**src/rtl/div_iter_pkg.sv**
```systemverilog
// div_iter_pkg: shared constants and types for the iterative divider.
//   div_state_t : divider FSM states
//   DIV_WIDTH   : operand/result width the divider is built for
//   DIV_CYCLES  : number of BUSY iterations (one quotient bit per cycle)
//   DIV_CNT_W   : width of the iteration down-counter
package div_iter_pkg;

   localparam int DIV_WIDTH  = 32;
   localparam int DIV_CYCLES = DIV_WIDTH;
   localparam int DIV_CNT_W  = $clog2(DIV_WIDTH + 1);

   typedef enum logic [1:0] {
      IDLE = 2'd0,
      BUSY = 2'd1,
      DONE = 2'd2
   } div_state_t;

endpackage

```
**src/rtl/div_iter.sv**
```systemverilog
// div_iter: iterative radix-2 restoring divider for DIV/DIVU (HI/LO path).
// Holds the pipeline via E_div_stall while a divide is in flight and drops
// it for the single DONE cycle in which quotient/remainder are valid.
//
// Ports:
//   clk          rising-edge clock
//   resetn       asynchronous active-low reset
//   div_req      E stage holds a valid DIV/DIVU
//   div_signed   1 = DIV (two's complement), 0 = DIVU
//   dividend     rs operand
//   divisor      rt operand
//   cancel       abort the E-stage instruction (beats div_req)
//   E_div_stall  freeze request to the hazard unit (combinational)
//   div_done     one-cycle pulse, result valid
//   quotient     result to LO (held until the next DONE)
//   remainder    result to HI (held until the next DONE)
//
// state | meaning
// ------+---------------------------------------------------------------
// IDLE  | waiting for div_req; stall raised combinationally on accept
// BUSY  | one restoring step per cycle, counter runs DIV_CYCLES..1
// DONE  | sign-fixed results registered, div_done high, stall released
module div_iter
   import div_iter_pkg::*;
#(
   parameter int WIDTH = DIV_WIDTH
) (
   input  logic             clk,
   input  logic             resetn,
   input  logic             div_req,
   input  logic             div_signed,
   input  logic [WIDTH-1:0] dividend,
   input  logic [WIDTH-1:0] divisor,
   input  logic             cancel,
   output logic             E_div_stall,
   output logic             div_done,
   output logic [WIDTH-1:0] quotient,
   output logic [WIDTH-1:0] remainder
);

   div_state_t           state, state_nx;
   logic [DIV_CNT_W-1:0] cnt;
   logic [WIDTH-1:0]     rem_q, quo_q, dvsr_q;
   logic                 quo_neg, rem_neg;
   logic                 start, last;

   logic [WIDTH-1:0]     dvnd_mag, dvsr_mag;
   logic [WIDTH:0]       rem_sh, trial;
   logic [WIDTH-1:0]     rem_nx, quo_nx, quo_fix, rem_fix;

   assign dvnd_mag = (div_signed & dividend[WIDTH-1]) ? -dividend : dividend;
   assign dvsr_mag = (div_signed & divisor[WIDTH-1])  ? -divisor  : divisor;

   // rem < divisor holds between steps, so the WIDTH+1 bit difference never
   // overflows and trial[WIDTH] is a clean borrow/sign bit.
   assign rem_sh  = {rem_q, quo_q[WIDTH-1]};
   assign trial   = rem_sh - {1'b0, dvsr_q};
   assign rem_nx  = trial[WIDTH] ? rem_sh[WIDTH-1:0] : trial[WIDTH-1:0];
   assign quo_nx  = {quo_q[WIDTH-2:0], ~trial[WIDTH]};
   assign quo_fix = quo_neg ? -quo_nx : quo_nx;
   assign rem_fix = rem_neg ? -rem_nx : rem_nx;

   always_comb begin
      state_nx    = state;
      start       = resetn & (state == IDLE) & div_req & ~cancel;
      last        = (state == BUSY) & (cnt == DIV_CNT_W'(1));
      E_div_stall = start | (state == BUSY);
      case (state)
         IDLE:    if (start) state_nx = BUSY;
         BUSY:    if (last)  state_nx = DONE;
         DONE:    state_nx = IDLE;
         default: state_nx = IDLE;
      endcase
      if (cancel) state_nx = IDLE;
   end

   always_ff @(posedge clk or negedge resetn) begin
      if (!resetn) begin
         state     <= IDLE;
         cnt       <= '0;
         rem_q     <= '0;
         quo_q     <= '0;
         dvsr_q    <= '0;
         quo_neg   <= 1'b0;
         rem_neg   <= 1'b0;
         div_done  <= 1'b0;
         quotient  <= '0;
         remainder <= '0;
      end else begin
         state    <= state_nx;
         div_done <= 1'b0;
         if (start) begin
            rem_q   <= '0;
            quo_q   <= dvnd_mag;
            dvsr_q  <= dvsr_mag;
            // Zero divisor keeps the all-ones quotient unsigned; the remainder
            // sign fix then returns the dividend exactly as supplied.
            quo_neg <= div_signed & (dividend[WIDTH-1] ^ divisor[WIDTH-1]) & (|divisor);
            rem_neg <= div_signed & dividend[WIDTH-1];
            cnt     <= DIV_CNT_W'(DIV_CYCLES);
         end else if ((state == BUSY) && !cancel) begin
            rem_q <= rem_nx;
            quo_q <= quo_nx;
            cnt   <= cnt - DIV_CNT_W'(1);
            // Final step lands straight in the result registers so they are
            // already valid during DONE.
            if (last) begin
               quotient  <= quo_fix;
               remainder <= rem_fix;
               div_done  <= 1'b1;
            end
         end
      end
   end

endmodule

```
**config.mk**
```make
export PLATFORM = sky130hd
export DESIGN_NAME = div_iter
export DESIGN_NICKNAME = d
export VERILOG_FILES = /design/src/rtl/div_iter_pkg.sv /design/src/rtl/div_iter.sv
export SDC_FILE = /design/constraint.sdc
export NUM_CORES = 1
export LEC_CHECK = 0
export BUFFER_PORTS_ARGS = -buffer_cell sky130_fd_sc_hd__buf_4
export CORE_ASPECT_RATIO = 2
export CORE_UTILIZATION = 30
export CTS_CLUSTER_SIZE = 30
export DETAILED_ROUTE_END_ITERATION = 10
export PLACE_DENSITY_LB_ADDON = 0.05
export RECOVER_POWER = 25
export SYNTH_ARGS = -nofsm -noshare
export SYNTH_HDL_FRONTEND = slang
export SYNTH_SLANG_ARGS = --single-unit
```
**constraint.sdc**
```tcl
create_clock -name clk -period 5.35 [get_ports clk]
set_input_delay 1.07 -clock clk [delete_from_list [all_inputs] [get_ports clk]]
set_output_delay 1.07 -clock clk [all_outputs]
set_load 0.01 [all_outputs]
```
==> flow_summary_export.csv, run 1 <==
group,metric,value,unit
route,drtPass1Iterations,5,
yosys,synth_top_family_by_area,"compound AO/OA/AOI/OAI gates",
setup_path,setup.worst_path.start,"quo_q[31]",
yosys,yosys.area_share.adder,4.09,%
global_route,grt_pass1_vias,11700,
route,drtIter0Drc,400,
timing,period_needed,4.96,ns
setup_path,regToRegSetupSlack,0.39,ns
yosys,ys_warn_count,0,
final_layout,regArea,4280,sq um
min_path,hold_class,"register to register",
floorplan,row_count,103,
setup_path,cp_cell_sequence,"inv_1 -> ha_1 -> fa_1 -> nor2b_1 -> o211ai_2 -> and3_1 -> or3_1 -> o211ai_2 -> o21a_4 -> nor2_8 -> inv_2 -> ha_1 -> nand2b_1 -> or3_1 -> inv_1 -> nand2_1 -> or2_2 -> o31ai_1 -> xor2_1 -> o21ai_1",
global_route,antenna_found_initial,0,
yosys,ys_seq_elements,171,
yosys,syn_area_per_cell,8.30,sq um
power,ir_worst_vdd,315,uV
setup_path,start_kind,"register",
setup_path,worstPathRequired,5.68,ns
clocking,root_buffer,"clkbuf_16",
place,gp_congestion,0.925,
setup_path,reg2regPathDepth,20,
setup_path,cp_slowest_stage_delay,0.44,ns
place,io_buffer_count,134,
global_route,grt_pass1_wl,68.8,mm
run,maxCapViolations,1,
clocking,htree_levels,4,
setup_path,cp-endpoint,"quotient[28]",
clocking,clock_sink_count,171,
clocking,post_cts_resized,0,
route,post_drt_wl_per_cell,22.0,microns
status,violations,"capacitance limit, slew limit",
timing,clock_skew,0.0214,ns
setup_path,path_max_fanout,18,
yosys,synth_compound_area_share,24.4,%
final_layout,drive_gt1_share,13.8,%
final_layout,fin_nets,1668,
yosys,yosys.area_share.simple,19.8,%
global_route,grt_usage,22.9,%
yosys,synth_xor_area_share,9.83,%
clocking,numCtsBuffers,17,
clocking,insertion_delay,0.47,ns
place,hpwl,36.0,mm
power,leakage,6.06,nW
power,power,9.44,mW
yosys,muxShareOfSynthArea,2.13,%
min_path,hold_path_startpoint,"quotient[27]",
clocking,clkTransAtPathRegs,0.09,ns
route,vias,11300,
floorplan,fp.dieH,286,microns
setup_path,crit_type,"register to register",
timing,clock.fmax,201,MHz
power,power-per-cell-area,664,nW/um^2
floorplan,die-area,41200,sq um
setup_path,r2r-end,"quotient[28]",
floorplan,core_area,39700,sq um
global_route,grt_overflow,0,
clocking,postCtsSetupBuffers,0,
final_layout,multi_input_area,7330,sq um
yosys,async_flop_share,100,%
yosys,netlist_area,12100,sq um
yosys,yosysSeqAreaShare,35.3,%
setup_path,worstReg2RegStart,"quo_q[31]",
yosys,synth_enable_flop_cells,0,
route,route.detailed.drc,0,
timing,hold_violations,0,
floorplan,start_util,30.5,%
timing,relSlewSlack,-98.4,%
yosys,syn-num-nets,1567,
yosys,syn_inst,1459,
route,ant_nets,0,
floorplan,dieWidth,144,microns
clocking,cts_tree,"done",
final_layout,n_fill_cell,4307,
clocking,cts_hold_buf,0,
timing,tightest_slew,2.98,ns
yosys,synth_cell_type_count,89,
timing,rsz0062_at_grt,"false",
route,via_per_inst,5.39,
setup_path,worstPathArrival,5.29,ns
global_route,grt_start_max_net_pins,96,
floorplan,pin_count,135,
setup_path,cp_slowest_cell,"or3_1",
timing,period_share,92.8,%
yosys,synth_flop_cell,"dfrtp_1",
route,drt-total-wl,46.2,mm
clocking,clk_path_buf_depth,2,
setup_path,end_kind,"register",
timing,slew_violations,54,
status,status,"complete, but fails checks",
final_layout,n_antenna_cell,0,
timing,setup_viol,0,
final_layout,area_delta_synth_final,17.3,%
timing,tns,0,ns
## critical path, delay by kind of cell (launching register included)
family | cells | cell delay, ns
and+or+nand+nor | 8 | 2.05
adders and majority gates | 3 | 0.87
AOI/OAI and AO/OA | 5 | 0.83
buffers and inverters | 3 | 0.45
DFF | 1 | 0.41
xor gates and xnor gates | 1 | 0.20
## logic make-up (layout without fill, tap and decap cells)
group	Yosys count	after routing
mux	25	25
flops	171	171
simple gates	484	484
xor+xnor	136	136
buf+inv	130	244
compound gates	474	474
fa+ha+maj	39	39
## layout by cell type (no fill, tap or decap), drive strengths merged, types with 13 or more instances in the layout
cell type  netlist  layout
nor3            37      37
or4             18      18
inv             52      61
and2            16      16
or3             17      17
o211ai          13      13
nand3           57      57
a22oi           31      31
a21oi           77      77
buf             24     145
nand2          170     170
xnor2           71      71
xor2            65      65
nand2b          14      14
nor2            85      85
dfrtp          171     171
clkbuf          53      32
mux2i           19      19
a21o            17      17
o31ai           32      32
o21ai          216     216
o41ai           15      15
nor4            22      22
ha              38      38
## registers in the layout, indices dropped and copies added (netlist names)
signal / count
state: 2
quo_q: 32
quo_neg: 1
dvsr_q: 32
cnt: 6
rem_neg: 1
remainder: 32
div_done: 1
quotient: 32
rem_q: 32
## cells in the mapped netlist, types with 3 or more instances
library cell  number  area (sq um)
o21ai_0          206          1030
dfrtp_1          171          4280
nand2_1          170           638
nor2_1            83           312
a21oi_1           76           380
xnor2_1           71           622
xor2_1            65           569
nand3_1           57           285
clkbuf_1          53           199
inv_1             51           191
ha_1              38           475
nor3_1            36           180
a22oi_1           30           225
o31ai_1           30           225
nor4_1            20           125
mux2i_1           19           190
or4_1             18           135
a21o_1            17           128
buf_2             15          75.1
or3_1             15          93.8
and2_1            14          87.6
nand2b_1          14          87.6
o41ai_1           14           123
and3_1            12          75.1
o211ai_1          11          82.6
o21a_1            11          82.6
o21ai_1           10          50.1
a31oi_1            8          50.1
nand4_1            7          43.8
nor2b_1            7          43.8
mux2_2             6          67.6
a211oi_1           5          37.5
buf_1              5          18.8
or2_2              5          31.3
o2111ai_1          4          35.0
a2111oi_0          3          26.3
a21boi_0           3          22.5
and4_1             3          26.3
buf_4              3          22.5
nor4b_1            3          26.3
o21bai_1           3          22.5
o41a_1             3          33.8
## report_power, final
group	switching [mW]	internal, mW
Combinational	3.85	2.15
Clock	0.659	0.684
Sequential	0.460	1.63
Total	4.97	4.47
## worst min-delay path by stage
stage	end	slack [ns]	depth (start not counted)
after CTS	dvsr_q[21]	0.49	2
final	quotient[27]	0.48	2
after detailed placement	quotient[27]	0.47	2
after floorplan	dvsr_q[10]	0.45	2
after global placement	dvsr_q[30]	0.47	2
after global routing	dvsr_q[22]	0.51	2
## area by class of cell
| type | count | share of cell area (%) |
|---|---|---|
| clock buffers | 18 | 3.09 |
| multi-input cells | 1158 | 51.5 |
| flip-flops and latches | 171 | 30.1 |
| clock inverters | 14 | 1.19 |
| inverters | 53 | 1.40 |
| repair buffers | 159 | 8.05 |
| well taps | 525 | 4.62 |
## through the flow
step                instance area [sq um]  util (%)  hold slack [ns]  cells  setup slack (ns)
finish                              14200      35.8            0.484   2098             0.387
CTS                                 14300      35.9            0.490   2098             0.345
global placement                    13700      34.4            0.466   2066             0.491
detailed placement                  13700      34.4            0.472   2066             0.372
global route                        14200      35.8            0.514   2098           0.00909
floorplan                           12100         -            0.450   1459             0.368
## layer usage
| metal | track usage (%) | part of all wire [%] | vias up |
|---|---|---|---|
| li1 | - | - | 5483 |
| met1 | 20.5 | 33 | 5508 |
| met2 | 46.5 | 60 | 225 |
| met3 | 2.60 | 1.9 | 101 |
| met4 | 14.0 | 5.9 | 0 |
| met5 | 0 | 0 | - |
Note: power is estimated with default switching activity, not from simulation.
==> run 2: changes to the inputs <==
- CORE_ASPECT_RATIO: 2 -> 1.25
==> flow_summary_export.csv, run 2 (same netlist as run 1, synthesis figures left out) <==
group,metric,value,unit
status,status,"complete, but fails checks",
global_route,grt_overflow,0,
global_route,grt_usage,20.8,%
final_layout,drive_gt1_share,14.3,%
global_route,grt_start_max_net_pins,98,
clocking,postCtsSetupBuffers,0,
clocking,clk_path_buf_depth,2,
place,gp_congestion,0.863,
route,post_drt_wl_per_cell,20.1,microns
route,drt-total-wl,41.7,mm
place,hpwl,31.8,mm
setup_path,cp_cell_sequence,"ha_1 -> a21oi_1 -> o21ai_0 -> a211oi_2 -> o31ai_2 -> nor3_4 -> nor2_8 -> inv_2 -> buf_4 -> a21oi_1 -> ha_1 -> nand3_1 -> or4_1 -> nor4b_1 -> o21bai_1 -> or4_1 -> nand3_1",
global_route,antenna_found_initial,0,
min_path,hold_class,"register to register",
clocking,cts_hold_buf,0,
final_layout,n_antenna_cell,0,
setup_path,crit_type,"register to register",
final_layout,final_common_cell,"o21ai_0",
timing,relSlewSlack,-102,%
route,vias,11200,
floorplan,start_util,30.7,%
setup_path,worstPathArrival,5.36,ns
place,dp_cells,2036,
timing,clock.fmax,202,MHz
floorplan,die-area,41200,sq um
power,ir_worst_vdd,281,uV
clocking,clock_sink_count,171,
power,power-per-cell-area,642,nW/um^2
run,maxCapViolations,1,
floorplan,fp.dieH,227,microns
setup_path,cp_slowest_stage_delay,0.59,ns
floorplan,pin_count,135,
timing,tightest_slew,3.03,ns
global_route,grt_pass1_wl,64.9,mm
timing,period_share,92.6,%
place,io_buffer_count,134,
final_layout,final_cell_mix,"205 x o21ai_0, 171 x dfrtp_1, 169 x nand2_1, 156 x buf_4, 82 x nor2_1",
floorplan,core_area,39400,sq um
setup_path,cp_slowest_cell,"o31ai_2",
global_route,grt_pass1_vias,11200,
clocking,numCtsBuffers,17,
route,via_per_inst,5.39,
clocking,insertion_delay,0.47,ns
route,ant_nets,0,
route,drtIter0Drc,669,
clocking,root_buffer,"clkbuf_16",
setup_path,worstPathRequired,5.75,ns
floorplan,dieWidth,182,microns
final_layout,fin_nets,1668,
final_layout,area_delta_synth_final,17.2,%
status,violations,"capacitance limit, slew limit",
timing,tns,0,ns
floorplan,row_count,81,
route,drtPass1Iterations,5,
timing,setup_viol,0,
timing,period_needed,4.95,ns
timing,slew_violations,52,
clocking,post_cts_resized,0,
route,route.detailed.drc,0,
setup_path,start_kind,"register",
setup_path,end_kind,"register",
clocking,clkTransAtPathRegs,0.07,ns
power,leakage,6.09,nW
final_layout,instances_no_fill,2071,
timing,rsz0062_at_grt,"false",
timing,clock_skew,0.0123,ns
timing,hold_violations,0,
setup_path,path_max_fanout,15,
clocking,htree_levels,4,
clocking,cts_tree,"done",
-- run 2: per-stage QoR --
| step | total power, mW | utilization [%] | setup slack (ns) | hold WS [ns] | cell area, sq um |
|---|---|---|---|---|---|
| after CTS | 9.22 | 36.0 | 0.302 | 0.488 | 14200 |
| after global placement | 7.89 | 34.5 | 0.530 | 0.467 | 13600 |
| after detailed placement | 7.88 | 34.5 | 0.336 | 0.473 | 13600 |
| after global routing | 9.88 | 36.0 | 0.0329 | 0.507 | 14200 |
| final | 9.12 | 36.0 | 0.395 | 0.479 | 14200 |
| after floorplan | 5.95 | - | 0.368 | 0.450 | 12100 |
-- run 2: per-layer routing --
metal | vias up | global-route usage (%) | routed length (microns)
met5 | - | 0 | 0
met4 | 0 | 9.05 | 1430
met3 | 55 | 2.75 | 1050
met2 | 219 | 39.8 | 22700
met1 | 5399 | 22.7 | 16500
li1 | 5493 | - | -
-- run 2: power by group --
group | switching, mW | total, mW | internal, mW | leakage [nW]
logic | 3.61 | 5.77 | 2.15 | 3.53
clock network | 0.564 | 1.28 | 0.715 | 0.286
registers | 0.435 | 2.07 | 1.64 | 2.27
-- run 2: final cells by class --
class	instances	area (sq um)
fill	4167	25200
multi-input combinational	1159	7330
sequential	171	4280
timing repair buffer	158	1190
tap	498	623
clock buffer	23	468
inverter	53	199
clock inverter	9	114
-- run 2: path summary, 6_finish.rpt --
check	end	startpoint	slack, ns	cells after the start
worst max register to register	remainder[30]	rem_q[16]	0.40	17
worst min-delay path	dvsr_q[19]	dvsr_q[19]	0.48	2
max in group asynchronous	quotient[30]	resetn	1.44	2
min in group asynchronous	dvsr_q[8]	resetn	0.60	1
worst max-delay path	remainder[30]	rem_q[16]	0.40	17
worst min register to register	dvsr_q[19]	dvsr_q[19]	0.48	2
-- run 2: critical path, delay by kind of cell (launching register included) --
kind	cells	cell delay [ns]
AO/OA/AOI/OAI	6	1.67
buffers and inverters	2	0.29
AND/OR/NAND/NOR	7	1.74
flip-flops	1	0.47
adder cells (fa/ha/maj)	2	0.72
